--- config.mk ---
export PLATFORM = sky130hd
export DESIGN_NAME = mux41_rr_arbiter_flat
export DESIGN_NICKNAME = d
export VERILOG_FILES = /design/src/rtl/mux41_rr_arbiter_if.sv /design/src/rtl/mux41_rr_arbiter.sv /design/src/flat_wrapper.sv
export SDC_FILE = /design/constraint.sdc
export NUM_CORES = 1
export LEC_CHECK = 0
export ABC_AREA = 1
export CORE_MARGIN = 3
export CORE_UTILIZATION = 35
export CTS_CLUSTER_DIAMETER = 150
export CTS_CLUSTER_SIZE = 10
export DETAILED_ROUTE_END_ITERATION = 6
export DONT_BUFFER_PORTS = 1
export GPL_ROUTABILITY_DRIVEN = 1
export PLACE_DENSITY = 0.51
export SLEW_MARGIN = 20
export SYNTH_ARGS = -nofsm -noshare
export SYNTH_HDL_FRONTEND = slang
export SYNTH_SLANG_ARGS = --single-unit
--- constraint.sdc ---
create_clock -name clk -period 3.6 [get_ports clk]
set_input_delay 0.54 -clock clk [delete_from_list [all_inputs] [get_ports clk]]
set_output_delay 0.54 -clock clk [all_outputs]
set_load 0.01 [all_outputs]
--- src/rtl/mux41_rr_arbiter_if.sv ---
// Request/grant bundle between the requesters and the mux41 arbiter.
// The arbiter takes the slave side; requesters drive through master.
interface mux41_rr_arbiter_if;
    logic [3:0] req;
    logic [3:0] gnt;
    logic [1:0] sel;
    logic       busy;
    logic       preempt;

    modport master (
        output req,
        input  gnt,
        input  sel,
        input  busy,
        input  preempt
    );

    modport slave (
        input  req,
        output gnt,
        output sel,
        output busy,
        output preempt
    );
endinterface

--- src/rtl/mux41_rr_arbiter.sv ---
// Round-robin arbiter owning the select pair of a 4:1 mux, with hold limit.
// Define MUX41_ARB_PRIO0_EN to make requester 0 a non-preemptible priority port.
module mux41_rr_arbiter #(
    parameter int unsigned MAX_HOLD = 4
) (
    input logic                clk,
    input logic                rst_n,
    mux41_rr_arbiter_if.slave  bus
);

    typedef enum logic {
        IDLE,
        GRANT
    } state_e;

    localparam bit          HOLD_EN = (MAX_HOLD != 0);
    localparam int unsigned HOLD_LM = HOLD_EN ? MAX_HOLD - 1 : 0;
    localparam logic [7:0]  HOLD_LAST = HOLD_LM[7:0];

    state_e      state_q, state_d;
    logic [3:0]  gnt_q, gnt_d;
    logic [1:0]  sel_q, sel_d;
    logic        busy_q, busy_d;
    logic        preempt_q, preempt_d;
    logic [7:0]  hold_cnt_q, hold_cnt_d;
    logic [1:0]  last_owner_q, last_owner_d;

    logic [1:0]  winner;
    logic [1:0]  cand;
    logic        found;
    logic        expire;

    // Scan starting just after the last owner so every requester gets a turn.
    always_comb begin
        winner = last_owner_q;
        cand   = '0;
        found  = 1'b0;
        for (int k = 1; k <= 4; k++) begin
            cand = last_owner_q + k[1:0];
            if (!found && bus.req[cand]) begin
                winner = cand;
                found  = 1'b1;
            end
        end
`ifdef MUX41_ARB_PRIO0_EN
        if (bus.req[0]) begin
            winner = 2'd0;
        end
`endif
    end

`ifdef MUX41_ARB_PRIO0_EN
    assign expire = HOLD_EN && (hold_cnt_q == HOLD_LAST) && (sel_q != 2'd0);
`else
    assign expire = HOLD_EN && (hold_cnt_q == HOLD_LAST);
`endif

    always_comb begin
        state_d      = state_q;
        gnt_d        = gnt_q;
        sel_d        = sel_q;
        busy_d       = busy_q;
        preempt_d    = 1'b0;
        hold_cnt_d   = hold_cnt_q;
        last_owner_d = last_owner_q;
        unique case (state_q)
            IDLE: begin
                if (|bus.req) begin
                    state_d    = GRANT;
                    gnt_d      = 4'b0001 << winner;
                    sel_d      = winner;
                    busy_d     = 1'b1;
                    hold_cnt_d = 8'd0;
                end else begin
                    gnt_d  = 4'b0000;
                    busy_d = 1'b0;
                end
            end
            GRANT: begin
                // A request drop wins over expiry, so no preempt pulse then.
                if (!bus.req[sel_q] || expire) begin
                    state_d      = IDLE;
                    gnt_d        = 4'b0000;
                    busy_d       = 1'b0;
                    preempt_d    = bus.req[sel_q];
                    last_owner_d = sel_q;
                end else if (hold_cnt_q != 8'hFF) begin
                    hold_cnt_d = hold_cnt_q + 8'd1;
                end
            end
            default: begin
                state_d = IDLE;
            end
        endcase
    end

    always_ff @(posedge clk) begin
        if (!rst_n) begin
            state_q      <= IDLE;
            gnt_q        <= 4'b0000;
            sel_q        <= 2'b00;
            busy_q       <= 1'b0;
            preempt_q    <= 1'b0;
            hold_cnt_q   <= 8'd0;
            last_owner_q <= 2'd3;
        end else begin
            state_q      <= state_d;
            gnt_q        <= gnt_d;
            sel_q        <= sel_d;
            busy_q       <= busy_d;
            preempt_q    <= preempt_d;
            hold_cnt_q   <= hold_cnt_d;
            last_owner_q <= last_owner_d;
        end
    end

    assign bus.gnt     = gnt_q;
    assign bus.sel     = sel_q;
    assign bus.busy    = busy_q;
    assign bus.preempt = preempt_q;

endmodule

--- src/flat_wrapper.sv ---
// flat-port wrapper written by rule: the top's interface ports become plain ports
module mux41_rr_arbiter_flat 
#(
    parameter int unsigned MAX_HOLD = 4
)
  (clk, rst_n, bus_req, bus_gnt, bus_sel, bus_busy, bus_preempt);
  mux41_rr_arbiter_if bus_i ();
  input logic clk;
  input logic rst_n;
  input wire logic [$bits(bus_i.req)-1:0] bus_req;
  output wire logic [$bits(bus_i.gnt)-1:0] bus_gnt;
  output wire logic [$bits(bus_i.sel)-1:0] bus_sel;
  output wire logic [$bits(bus_i.busy)-1:0] bus_busy;
  output wire logic [$bits(bus_i.preempt)-1:0] bus_preempt;
  assign bus_i.req = bus_req;
  assign bus_gnt = bus_i.gnt;
  assign bus_sel = bus_i.sel;
  assign bus_busy = bus_i.busy;
  assign bus_preempt = bus_i.preempt;
  mux41_rr_arbiter #(.MAX_HOLD(MAX_HOLD)) u_core (.clk(clk), .rst_n(rst_n), .bus(bus_i));
endmodule
==> Word-level counts from Yosys, hierarchy flattened <==
Cells that the tools add are included.
{ "totals": {"reg_bits": 19, "in_bits": 6, "word_cells": 66} }
{ "op_classes": {"muxes": 29, "n_eq_ne": 6, "n_lt_le_gt_ge": 5, "n_reduce_logical": 13, "bitwise": 1, "add_sub_neg": 4, "shift": 1} }
{ "ops": {"columns": ["cell", "n"], "rows": [
  ["8-bit 2-to-1 mux", 3],
  ["8-bit case mux with 2 select lines", 1],
  ["2-bit by 3-bit less-than comparator with 1-bit output (second input constant)", 5],
  ["1-bit 2-to-1 mux", 11],
  ["1-bit binary-select mux with 2-bit select", 5],
  ["8-bit by 1-bit adder with 8-bit output (second input constant)", 1],
  ["8-bit by 2-bit == test with 1-bit output (second input constant)", 1],
  ["2-bit 2-to-1 mux", 4],
  ["4-bit 2-to-1 mux", 2],
  ["8-bit inequality test (second input constant)", 1],
  ["4-bit case mux with 2 select lines", 1],
  ["2-bit inequality test (second input constant)", 3],
  ["3-bit AND reduction", 2],
  ["2-bit adder (second input constant)", 2],
  ["1-bit logical NOT", 4],
  ["1-bit case mux with 2 select lines", 2],
  ["2-bit AND reduction", 2],
  ["4-bit OR reduction", 1],
  ["1-bit by 2-bit << shifter with 4-bit output (first input constant)", 1],
  ["1-bit logical AND", 3],
  ["2-bit by 1-bit adder with 2-bit output (second input constant)", 1],
  ["2-bit by 1-bit inequality test with 1-bit output (second input constant)", 1],
  ["1-bit logical OR", 1],
  ["1-bit inverter", 1]
]} }

==> Depth between registers and ports, before layout <==
Gate-level depths: netlist (run 1).
{ "depth": {"depth_word": 16, "mapped_depth": 13, "ltp_nobuf": 12} }

==> Worst setup path before layout (run 1) <==
No wires, ideal clock.
{ "synth_timing": {"kind": "input port to flip-flop", "from": "input bus_req[1]", "to": "register u_core.hold_cnt_q[1]", "setup_time_ps": 133, "setup_slack_ps": 2088, "cell_stages": 11, "required_ps": 3467, "n_path_buf": 0, "t_arrival_ps": 1379, "cell_sequence": "inv_1 a21oi_1 o21ai_0 nand2_1 nand3_1 nand2_1 nand2_2 inv_2 nand2_1 o21ai_0 nor2_1"} }
{ "synth_between": {"elab_chain_len": 6, "elab_cells_between_ends": 8, "classes_between": "eq/ne: 2; mux: 2; reduce/logical: 4"} }
{ "synth_lines": {"columns": ["element", "line", "rtl"], "rows": [
  ["start, declared", "flat_wrapper.sv:10", "input wire logic [$bits(bus_i.req)-1:0] bus_req;"],
  ["1-bit binary-select mux with 2-bit select", "mux41_rr_arbiter.sv:81", "if (!bus.req[sel_q] || expire) begin"],
  ["1-bit 2-to-1 mux (not written as such)", "mux41_rr_arbiter.sv:81", null],
  ["1-bit logical NOT", "mux41_rr_arbiter.sv:81", null],
  ["1-bit logical OR", "mux41_rr_arbiter.sv:81", null],
  ["2-bit inequality test (no source line)", null, null],
  ["3-bit AND reduction (no source line) (*)", null, null],
  ["end signal, assigned", "mux41_rr_arbiter.sv:112", "hold_cnt_q <= hold_cnt_d;"],
  ["end, declared", "mux41_rr_arbiter.sv:25", "logic [7:0] hold_cnt_q, hold_cnt_d;"]
]} }
Mark *: on every way between the ends. The rest lies on a longest branch, timed or not. The select of a mux whose other input is x is not followed.
A chain may end at the register's enable or synchronous reset.

==> Final worst setup path (run 1) <==
{ "layout_timing": {"from": "register u_core.last_owner_q[0]", "to": "register u_core.gnt_q[2], in the netlist u_core.bus.gnt[2]"} }
{ "layout_between": {"elab_chain_len": 16, "elab_cells_between_ends": 27, "classes_between": "add/sub: 3; shift: 1; mux: 17; reduce/logical: 6"} }
{ "layout_lines": {"columns": ["element", "line", "rtl"], "rows": [
  ["start, declared", "mux41_rr_arbiter.sv:26", "logic [1:0] last_owner_q, last_owner_d;"],
  ["start signal, assigned", "mux41_rr_arbiter.sv:113", "last_owner_q <= last_owner_d;"],
  ["2-bit by 1-bit adder with 2-bit output", "mux41_rr_arbiter.sv:39", "cand = last_owner_q + k[1:0];"],
  ["1-bit binary-select mux with 2-bit select", "mux41_rr_arbiter.sv:40", "if (!found && bus.req[cand]) begin"],
  ["1-bit 2-to-1 mux (not written as such)", "mux41_rr_arbiter.sv:40", null],
  ["1-bit 2-to-1 mux", "mux41_rr_arbiter.sv:40", null],
  ["1-bit logical NOT", "mux41_rr_arbiter.sv:40", null],
  ["1-bit logical AND", "mux41_rr_arbiter.sv:40", null],
  ["1-bit 2-to-1 mux", "mux41_rr_arbiter.sv:40", null],
  ["1-bit logical NOT", "mux41_rr_arbiter.sv:40", null],
  ["1-bit logical AND", "mux41_rr_arbiter.sv:40", null],
  ["1-bit 2-to-1 mux", "mux41_rr_arbiter.sv:40", null],
  ["1-bit logical NOT", "mux41_rr_arbiter.sv:40", null],
  ["1-bit logical AND", "mux41_rr_arbiter.sv:40", null],
  ["2-bit 2-to-1 mux (*)", "mux41_rr_arbiter.sv:40", null],
  ["1-bit by 2-bit << shifter with 4-bit output (*)", "mux41_rr_arbiter.sv:70", "gnt_d = 4'b0001 << winner;"],
  ["4-bit 2-to-1 mux (*)", "mux41_rr_arbiter.sv:68", "if (|bus.req) begin"],
  ["4-bit case mux with 2 select lines (*)", "mux41_rr_arbiter.sv:66", "unique case (state_q)"],
  ["end signal, assigned", "mux41_rr_arbiter.sv:108", "gnt_q <= gnt_d;"],
  ["end, declared", "mux41_rr_arbiter.sv:21", "logic [3:0] gnt_q, gnt_d;"]
]} }
Marks and branches as above.

==> results of run 1 <==
[synth_stat cells]
cell      count
a21boi_1      1
a21oi_1       8
a21oi_2       4
buf_6         1
clkbuf_1      1
dfxtp_1      19
ha_1          1
inv_1        13
inv_2         2
inv_4         1
inv_8         1
nand2_1      69
nand2_2       6
nand2_4       3
nand3_1      12
nand3_4       1
nand4_1       3
nor2_1       16
nor2_2        3
nor3_1        1
nor3_2        1
o211ai_1      3
o21a_1        1
o21ai_0       5
o21ai_1       1
or2_1         1
xnor2_1       1
xor2_1        4
[where the power goes]
part	internal [mW]	total (mW)	switching (mW)
Combinational	0.0908	0.272	0.181
Clock	0.0432	0.111	0.0677
Sequential	0.239	0.285	0.0461
Total	0.373	0.668	0.295
[worst reg2reg max path, stage by stage (launching register included)]
cell,delay (ns)
dfxtp_1,0.62
nand2_1,0.14
nand2_1,0.16
nand2_1,0.08
nand2_2,0.11
nand3_4,0.11
nand2_2,0.07
nand2_1,0.05
nor2_2,0.14
nand2_1,0.09
a21oi_2,0.11
[per-layer routing]
metal	global-route usage, %	up-vias	share of wire (%)
met4	1.58	0	0.57
met5	0	-	0
met2	19.8	28	40
li1	-	589	-
met1	19.0	476	51
met3	5.72	4	8.1
[registers in the layout, indices dropped and copies added (netlist names)]
name and count:
u_core.hold_cnt_q 8, u_core.bus.gnt 4, u_core.bus.sel 2, u_core.last_owner_q 2
u_core.bus.busy 1, u_core.bus.preempt 1, u_core.state_q 1
[cell usage in the layout, fill, tap and decap left out]
| master | instances |
|---|---|
| o21ai_0 | 5 |
| xor2_1 | 4 |
| dfxtp_1 | 19 |
| inv_4 | 1 |
| nor2_1 | 16 |
| nor3_1 | 1 |
| or2_1 | 1 |
| a21boi_1 | 1 |
| xnor2_1 | 1 |
| nand2_4 | 3 |
| o21ai_1 | 1 |
| nand2_1 | 69 |
| inv_8 | 1 |
| o21a_1 | 1 |
| o211ai_1 | 3 |
| a21oi_1 | 8 |
| nand4_1 | 3 |
| nand2_2 | 6 |
| clkbuf_4 | 3 |
| inv_2 | 2 |
| inv_1 | 13 |
| a21oi_2 | 4 |
| nor3_2 | 1 |
| nand3_4 | 1 |
| ha_1 | 1 |
| clkbuf_1 | 1 |
| nor2_2 | 3 |
| nand3_1 | 12 |
[area by class of cell]
type | instances | area [µm²] | share of cell area [%]
inverter | 17 | 73.8 | 5.85
sequential | 19 | 380 | 30.2
tap | 44 | 55.1 | 4.37
multi-input combinational | 145 | 726 | 57.5
clock buffer | 4 | 26.3 | 2.08
[how the worst min path moves through the flow]
stage / end / slack, ns / start / depth (start not counted)
3_3_place_gp: u_core.hold_cnt_q[0] / 0.48 / u_core.hold_cnt_q[0] / 2
4_1_cts: u_core.last_owner_q[1] / 0.33 / rst_n / 1
5_1_grt: u_core.last_owner_q[1] / 0.33 / rst_n / 1
2_1_floorplan: u_core.hold_cnt_q[5] / 0.46 / u_core.hold_cnt_q[5] / 2
3_5_place_dp: u_core.hold_cnt_q[0] / 0.48 / u_core.hold_cnt_q[0] / 2
6_report: u_core.last_owner_q[1] / 0.33 / rst_n / 1
[logic make-up (layout without fill, tap and decap cells)]
group | after synthesis | after routing
XOR/XNOR | 5 | 5
buffers and inverters | 19 | 21
AO/OA/AOI/OAI | 23 | 23
flip-flops | 19 | 19
adder cells (fa/ha/maj) | 1 | 1
AND/OR/NAND/NOR | 116 | 116
[through the flow]
| step | hold WS, ns | worst slack, ns | utilization (%) |
|---|---|---|---|
| after floorplan | 0.458 | 2.09 | - |
| after global placement | 0.482 | 1.89 | 39.2 |
| after detailed placement | 0.482 | 1.85 | 39.2 |
| after CTS | 0.330 | 1.84 | 40.0 |
| after global routing | 0.326 | 1.58 | 40.0 |
| final | 0.327 | 1.86 | 40.0 |
==> impl_metrics.py, run 1 <==
metrics = {
    "run_status": {
        "status": "completed",
    },
    "global_route": {
        "grt.total_usage_pct": 13.5,
        "grt_pass1_wl_um": 4510,
        "first_global_vias": 1022,
        "antenna_found_initial": 0,
        "grt-ovfl-total": 0,
        "grt_max_degree": 14,
    },
    "final_layout": {
        "drive_above_1_share_pct": 13.5,
        "areaGrowthSynthToFinish_pct": 5.55,
        "n_antenna_cell": 0,
        "final_area_um2": 1260,
        "fin_cells": 229,
        "fillers": 347,
        "num-nets-final": 193,
    },
    "sta": {
        "tns_ns": 0,
        "drv_slew": 0,
        "rsz0062_at_grt": "no",
        "max-slew-margin-rel_pct": 69.4,
        "tightest_slew_ns": 0.458,
        "fin_crit_ns": 1.74,
        "fmax_mhz": 575,
        "timing.final.crit_share_pct": 48.3,
        "finalSetupViolations": 0,
        "fin_worst_skew_ns": 0.0124,
        "hold_viol": 0,
    },
    "clock_tree": {
        "cts_root_buf": "clkbuf_4",
        "postCtsSetupBuffers": 0,
        "ctsHoldBuffers": 0,
        "cts_buffer_depth": 2,
        "ctsResizeCount": 0,
        "cts_sinks": 19,
        "cts_tree": "built",
        "cts_buffers": 3,
        "h-tree-depth": 1,
        "path_clk_slew_ns": 0.12,
        "clk_latency_ns": 0.30,
    },
    "yosys": {
        "syn-instance-count": 183,
        "synthXorXnorAreaFrac_pct": 3.66,
        "synth_top_family_by_area": "simple AND/OR/NAND/NOR gates",
        "synth_compound_area_share_pct": 11.9,
        "synth_simple_gate_area_share_pct": 44.1,
        "synth_mux_area_share_pct": 0,
        "netlist.area_leader.share_pct": 31.8,
        "ys_seq_area_share_pct": 31.8,
        "yosysWarnings": 0,
        "synth_fp_nets": 190,
        "syn_area_per_cell_um2": 6.53,
        "synth_seq_cells": 19,
        "yosys-top-cells-area": "dfxtp_1 (32%), nand2_1 (22%), nand3_1 (5.0%), nor2_1 (5.0%), inv_1 (4.1%)",
        "synth_top_area_cell": "dfxtp_1",
        "syn_area_um2": 1190,
        "synth.distinct_cells": 28,
        "synth_fa_ha_area_share_pct": 1.05,
    },
    "worst_setup_path": {
        "crit_end": "u_core.bus.gnt[2]",
        "cpPeakStageDelay_ns": 0.62,
        "cp-start-kind": "flip-flop",
        "cp-end-kind": "flip-flop",
        "crit_slowest_cell": "dfxtp_1",
        "path_class": "reg2reg",
        "r2r_start": "u_core.last_owner_q[0]",
        "cp-startpoint": "u_core.last_owner_q[0]",
        "reg2reg_to": "u_core.bus.gnt[2]",
        "crit_buf_inv": 0,
        "cp_top_family": "simple AND/OR/NAND/NOR gates",
        "crit_cells": 10,
        "worstPathCellList": "nand2_1, nand2_1, nand2_1, nand2_2, nand3_4, nand2_2, nand2_1, nor2_2, nand2_1, a21oi_2",
        "crit_path_frequent_cell": "nand2_1",
        "worstPathMaxFanout": 10,
        "r2r_cells": 10,
        "cp_data_required_time_ns": 3.83,
        "r2r_slack_ns": 1.86,
        "arrival_ns": 1.97,
    },
    "route": {
        "vias": 1097,
        "post_drt_wl_per_cell_um": 11.4,
        "first_pass_iters": 4,
        "vias_per_cell": 4.79,
        "dr.first_iter.drc_count": 37,
        "drt-total-wl_um": 2620,
        "ant_nets": 0,
        "route.detailed.drc": 0,
    },
    "place": {
        "port_buffers": 0,
        "place_area_um2": 1230,
        "hpwl_um": 2060,
        "dp.cells": 225,
        "place_congestion": 0.900,
    },
    "pwr": {
        "finalPower_uw": 668,
        "cellPowerDensity_nw_per_um2": 530,
        "peakVddDrop_mv": 0.213,
        "cellLeakagePower_nw": 0.566,
    },
    "die": {
        "start_util_pct": 37.9,
        "die-height_um": 64.4,
        "die_x_um": 64.4,
        "dieArea_um2": 4150,
        "core_area_um2": 3150,
        "ios": 14,
        "num_rows": 20,
    },
    "hold_path": {
        "hold_class": "in2reg",
    },
    "job": {
        "max_cap_violations": 0,
    },
}
Note: power is estimated with default switching activity, not from simulation.
==> run 2: changes to the inputs <==
Settings changed: PLACE_DENSITY 0.51 to 0.53.
Clock period 3.6 ns to 1.55 ns, I/O delays scaled along.
==> impl_metrics.py, run 2 (synthesized netlist as in run 1, its figures left out) <==
metrics = {
    "global_route": {
        "grt_pass1_wl_um": 4660,
        "grt_max_degree": 12,
        "grt-ovfl-total": 0,
        "first_global_vias": 1004,
        "grt.total_usage_pct": 14.0,
        "antenna_found_initial": 0,
    },
    "final_layout": {
        "largest_reg_flops": 8,
        "drive_above_1_share_pct": 30.4,
        "register_area_um2": 397,
        "multiInputGateArea_um2": 797,
        "n_antenna_cell": 0,
        "mostFrequentLayoutCells": "nand2_1 (61), buf_4 (19), nor2_1 (16), dfxtp_1 (14), inv_1 (13)",
        "fillers": 340,
        "num-nets-final": 215,
        "fin_cells": 251,
        "largest-register": "u_core.hold_cnt_q",
        "mostFrequentLayoutCell": "nand2_1",
        "areaGrowthSynthToFinish_pct": 30.3,
    },
    "job": {
        "max_cap_violations": 0,
    },
    "worst_setup_path": {
        "arrival_ns": 1.80,
        "cp-start-kind": "flip-flop",
        "path_class": "reg2reg",
        "crit_slowest_cell": "dfxtp_4",
        "cp-end-kind": "flip-flop",
        "crit_buf_inv": 2,
        "cp_data_required_time_ns": 1.78,
        "cpPeakStageDelay_ns": 0.38,
        "worstPathMaxFanout": 5,
        "cp_top_family": "simple AND/OR/NAND/NOR gates",
        "worstPathCellList": "buf_12, nand2_1, nand2_4, nand2_4, nand2_4, inv_4, nand3_4, nand2_2, nand2_2, nor2_4, nand2_2, a21oi_2",
    },
    "sta": {
        "fmax_mhz": 637,
        "fin_worst_skew_ns": 0.00530,
        "rsz0062_at_grt": "yes",
        "setup_ws_ns": -0.0195,
        "fin_crit_ns": 1.57,
        "max-slew-margin-rel_pct": 85.8,
        "timing.final.crit_share_pct": 101,
        "tightest_slew_ns": 0.212,
        "finalSetupViolations": 3,
        "hold_viol": 0,
        "tns_ns": -0.0314,
        "drv_slew": 0,
    },
    "route": {
        "route.detailed.drc": 0,
        "first_pass_iters": 4,
        "vias_per_cell": 4.82,
        "ant_nets": 0,
        "dr.first_iter.drc_count": 71,
        "post_drt_wl_per_cell_um": 11.8,
        "drt-total-wl_um": 2970,
        "vias": 1211,
    },
    "die": {
        "core_area_um2": 3150,
        "die-height_um": 64.4,
        "ios": 14,
        "dieArea_um2": 4150,
        "num_rows": 20,
        "start_util_pct": 37.9,
        "die_x_um": 64.4,
    },
    "clock_tree": {
        "cts_buffer_depth": 2,
        "clk_latency_ns": 0.29,
        "cts_buffers": 3,
        "ctsHoldBuffers": 0,
        "cts_root_buf": "clkbuf_4",
        "path_clk_slew_ns": 0.11,
        "cts_tree": "built",
        "cts_sinks": 19,
        "h-tree-depth": 1,
    },
    "place": {
        "port_buffers": 0,
        "dp.cells": 237,
        "place_congestion": 0.859,
        "hpwl_um": 2190,
    },
    "pwr": {
        "cellPowerDensity_nw_per_um2": 1180,
        "cellLeakagePower_nw": 0.733,
        "peakVddDrop_mv": 0.554,
    },
    "run_status": {
        "failed_checks": "negative setup slack",
        "status": "finished, violations left",
    },
    "hold_path": {
        "hold_class": "in2reg",
    },
}
## run 2: path summary, 6_finish.rpt
check	from	endpoint	slack (ns)	cells after the start
worst max-delay path	u_core.last_owner_q[0]	u_core.bus.gnt[0]	-0.02	12
worst min-delay path	rst_n	u_core.last_owner_q[1]	0.03	1
worst max register to register	u_core.last_owner_q[0]	u_core.bus.gnt[0]	-0.02	12
worst min register to register	u_core.hold_cnt_q[5]	u_core.hold_cnt_q[5]	0.49	2
## run 2: area by class of cell
cell class,count,area share [%]
multi-input cells,145,51.2
flip-flops and latches,19,25.5
clock buffers,4,1.69
well taps,44,3.54
repair buffers,22,13.3
inverters,17,4.74
## run 2: through the flow
step / worst slack, ns / power (mW) / hold WS (ns) / util [%] / instance area [µm²]
2_1_floorplan: 0.126 / 1.19 / 0.331 / - / 1190
3_3_place_gp: -0.00639 / 1.40 / 0.337 / 42.8 / 1350
5_1_grt: -0.122 / 1.97 / 0.0118 / 49.4 / 1560
4_1_cts: 0.0154 / 1.66 / 0.0222 / 43.8 / 1380
3_5_place_dp: -0.0195 / 1.41 / 0.337 / 42.8 / 1350
6_report: -0.0195 / 1.83 / 0.0306 / 49.4 / 1560
## run 2: report_power, final
group	internal [mW]	switching (mW)
combinational	0.389	0.553
sequential	0.563	0.0787
clock	0.100	0.147
## run 2: repair_timing
item                       CTS  global route
buffers inserted             0             9
setup endpoints to repair    5            14
resized for setup            4            24
gates cloned                 0             1
hold endpoints to repair     0             0
pin swaps                    0            15
## run 2: per-layer routing
metal	track usage, %	up-vias	wire [µm]
met5	0	-	0
met4	2.11	0	21
met3	5.20	4	218
met2	20.1	38	1280
met1	20.1	534	1450
li1	-	635	-
==> run 3: changes to the inputs <==
Settings changed: CORE_MARGIN 3 to 2, PLACE_DENSITY 0.53 to 0.51.
Clock period 1.55 ns to 2 ns, I/O delays scaled along.
==> impl_metrics.py, run 3 (synthesized netlist as in run 1, its figures left out) <==
metrics = {
    "run_status": {
        "status": "completed",
    },
    "clock_tree": {
        "ctsResizeCount": 0,
        "cts_root_buf": "clkbuf_4",
        "ctsHoldBuffers": 0,
        "cts_tree": "built",
        "postCtsSetupBuffers": 0,
        "cts_buffer_depth": 2,
        "path_clk_slew_ns": 0.10,
        "cts_buffers": 3,
        "cts_sinks": 19,
        "clk_latency_ns": 0.29,
        "h-tree-depth": 1,
    },
    "route": {
        "vias": 1111,
        "post_drt_wl_per_cell_um": 11.1,
        "ant_nets": 0,
        "first_pass_iters": 4,
        "route.detailed.drc": 0,
        "vias_per_cell": 4.81,
        "dr.first_iter.drc_count": 62,
        "drt-total-wl_um": 2570,
    },
    "sta": {
        "fin_crit_ns": 1.73,
        "fin_worst_skew_ns": 0.00623,
        "finalSetupViolations": 0,
        "hold_viol": 0,
        "tightest_slew_ns": 0.491,
        "timing.final.crit_share_pct": 86.5,
        "max-slew-margin-rel_pct": 67.2,
        "fmax_mhz": 578,
        "rsz0062_at_grt": "no",
        "tns_ns": 0,
        "drv_slew": 0,
    },
    "final_layout": {
        "fin_cells": 231,
        "mostFrequentLayoutCells": "nand2_1 (69), dfxtp_1 (19), nor2_1 (16), inv_1 (13), nand3_1 (12)",
        "num-nets-final": 193,
        "fillers": 367,
        "fin_util_pct": 38.2,
        "mostFrequentLayoutCell": "nand2_1",
        "n_antenna_cell": 0,
        "largest_reg_flops": 8,
        "largest-register": "u_core.hold_cnt_q",
        "areaGrowthSynthToFinish_pct": 5.76,
        "drive_above_1_share_pct": 13.5,
    },
    "die": {
        "die-height_um": 62.4,
        "num_rows": 21,
        "start_util_pct": 36.1,
        "dieArea_um2": 3900,
        "core_area_um2": 3310,
        "die_x_um": 62.4,
        "ios": 14,
    },
    "worst_setup_path": {
        "cp_top_family": "simple AND/OR/NAND/NOR gates",
        "cpPeakStageDelay_ns": 0.63,
        "path_class": "reg2reg",
        "arrival_ns": 1.96,
        "worstPathMaxFanout": 10,
        "cp_data_required_time_ns": 2.23,
        "cp-end-kind": "flip-flop",
        "worstPathCellList": "nand2_1, nand2_1, nand2_1, nand2_2, nand3_4, nand2_2, nand2_1, nor2_2, nand2_1, a21oi_2",
        "crit_path_frequent_cell": "nand2_1",
        "cp-start-kind": "flip-flop",
        "crit_buf_inv": 0,
        "crit_slowest_cell": "dfxtp_1",
    },
    "hold_path": {
        "hold_class": "in2reg",
    },
    "place": {
        "dp.cells": 227,
        "hpwl_um": 1980,
        "port_buffers": 0,
        "place_congestion": 0.794,
    },
    "global_route": {
        "grt-ovfl-total": 0,
        "grt_pass1_wl_um": 4490,
        "antenna_found_initial": 0,
        "grt.total_usage_pct": 14.2,
        "grt_max_degree": 14,
        "first_global_vias": 986,
    },
    "pwr": {
        "peakVddDrop_mv": 0.410,
        "cellPowerDensity_nw_per_um2": 943,
        "cellLeakagePower_nw": 0.566,
    },
    "job": {
        "max_cap_violations": 0,
    },
}
==> run 3: cell types whose count changed in the layout (fill, tap and decap cells not counted), sizes merged <==
cell / delta
buf: -21
clkbuf: -1
==> run 3: power breakdown <==
group / internal [mW] / switching, mW / leakage (nW)
combinational: 0.163 / 0.325 / 0.396
sequential: 0.431 / 0.0837 / 0.155
clock: 0.0776 / 0.111 / 0.0150
==> run 3: metrics by stage <==
stage | area (µm²) | worst slack, ns | hold WS, ns | total power [mW]
floorplan | 1190 | 0.576 | 0.399 | 0.922
global route | 1260 | 0.104 | 0.0996 | 1.31
finish | 1260 | 0.269 | 0.104 | 1.19
CTS | 1260 | 0.267 | 0.0970 | 1.21
detailed placement | 1240 | 0.306 | 0.407 | 1.01
global placement | 1240 | 0.293 | 0.402 | 1.01
==> run 3: worst register-to-register path, stage by stage, from the launching register on <==
cell and delay [ns]:
dfxtp_1 0.63, nand2_1 0.13, nand2_1 0.16, nand2_1 0.08
nand2_2 0.11, nand3_4 0.11, nand2_2 0.06, nand2_1 0.05
nor2_2 0.14, nand2_1 0.10, a21oi_2 0.11
==> run 3: worst paths after layout <==
| path | to | slack, ns | start | cells after the start |
|---|---|---|---|---|
| worst min register to register | u_core.hold_cnt_q[5] | 0.49 | u_core.hold_cnt_q[5] | 2 |
| worst max-delay path | u_core.bus.gnt[0] | 0.27 | u_core.last_owner_q[0] | 10 |
| worst min-delay path | u_core.last_owner_q[1] | 0.10 | rst_n | 1 |
| worst max register to register | u_core.bus.gnt[0] | 0.27 | u_core.last_owner_q[0] | 10 |
==> run 3: per-layer routing <==
| layer | up-vias | global-route usage (%) | wire length (µm) |
|---|---|---|---|
| met3 | 2 | 5.59 | 151 |
| met1 | 491 | 19.2 | 1280 |
| met5 | - | 0 | 0 |
| li1 | 590 | - | - |
| met2 | 28 | 21.8 | 1120 |
| met4 | 0 | 2.50 | 14 |
==> run 3: layout make-up <==
cell class                 instances  area, µm²  share of cell area (%)
clock buffer                       4       26.3                    2.08
inverter                          17       73.8                    5.84
multi-input combinational        145        726                    57.4
sequential                        19        380                    30.1
tap                               46       57.6                    4.55
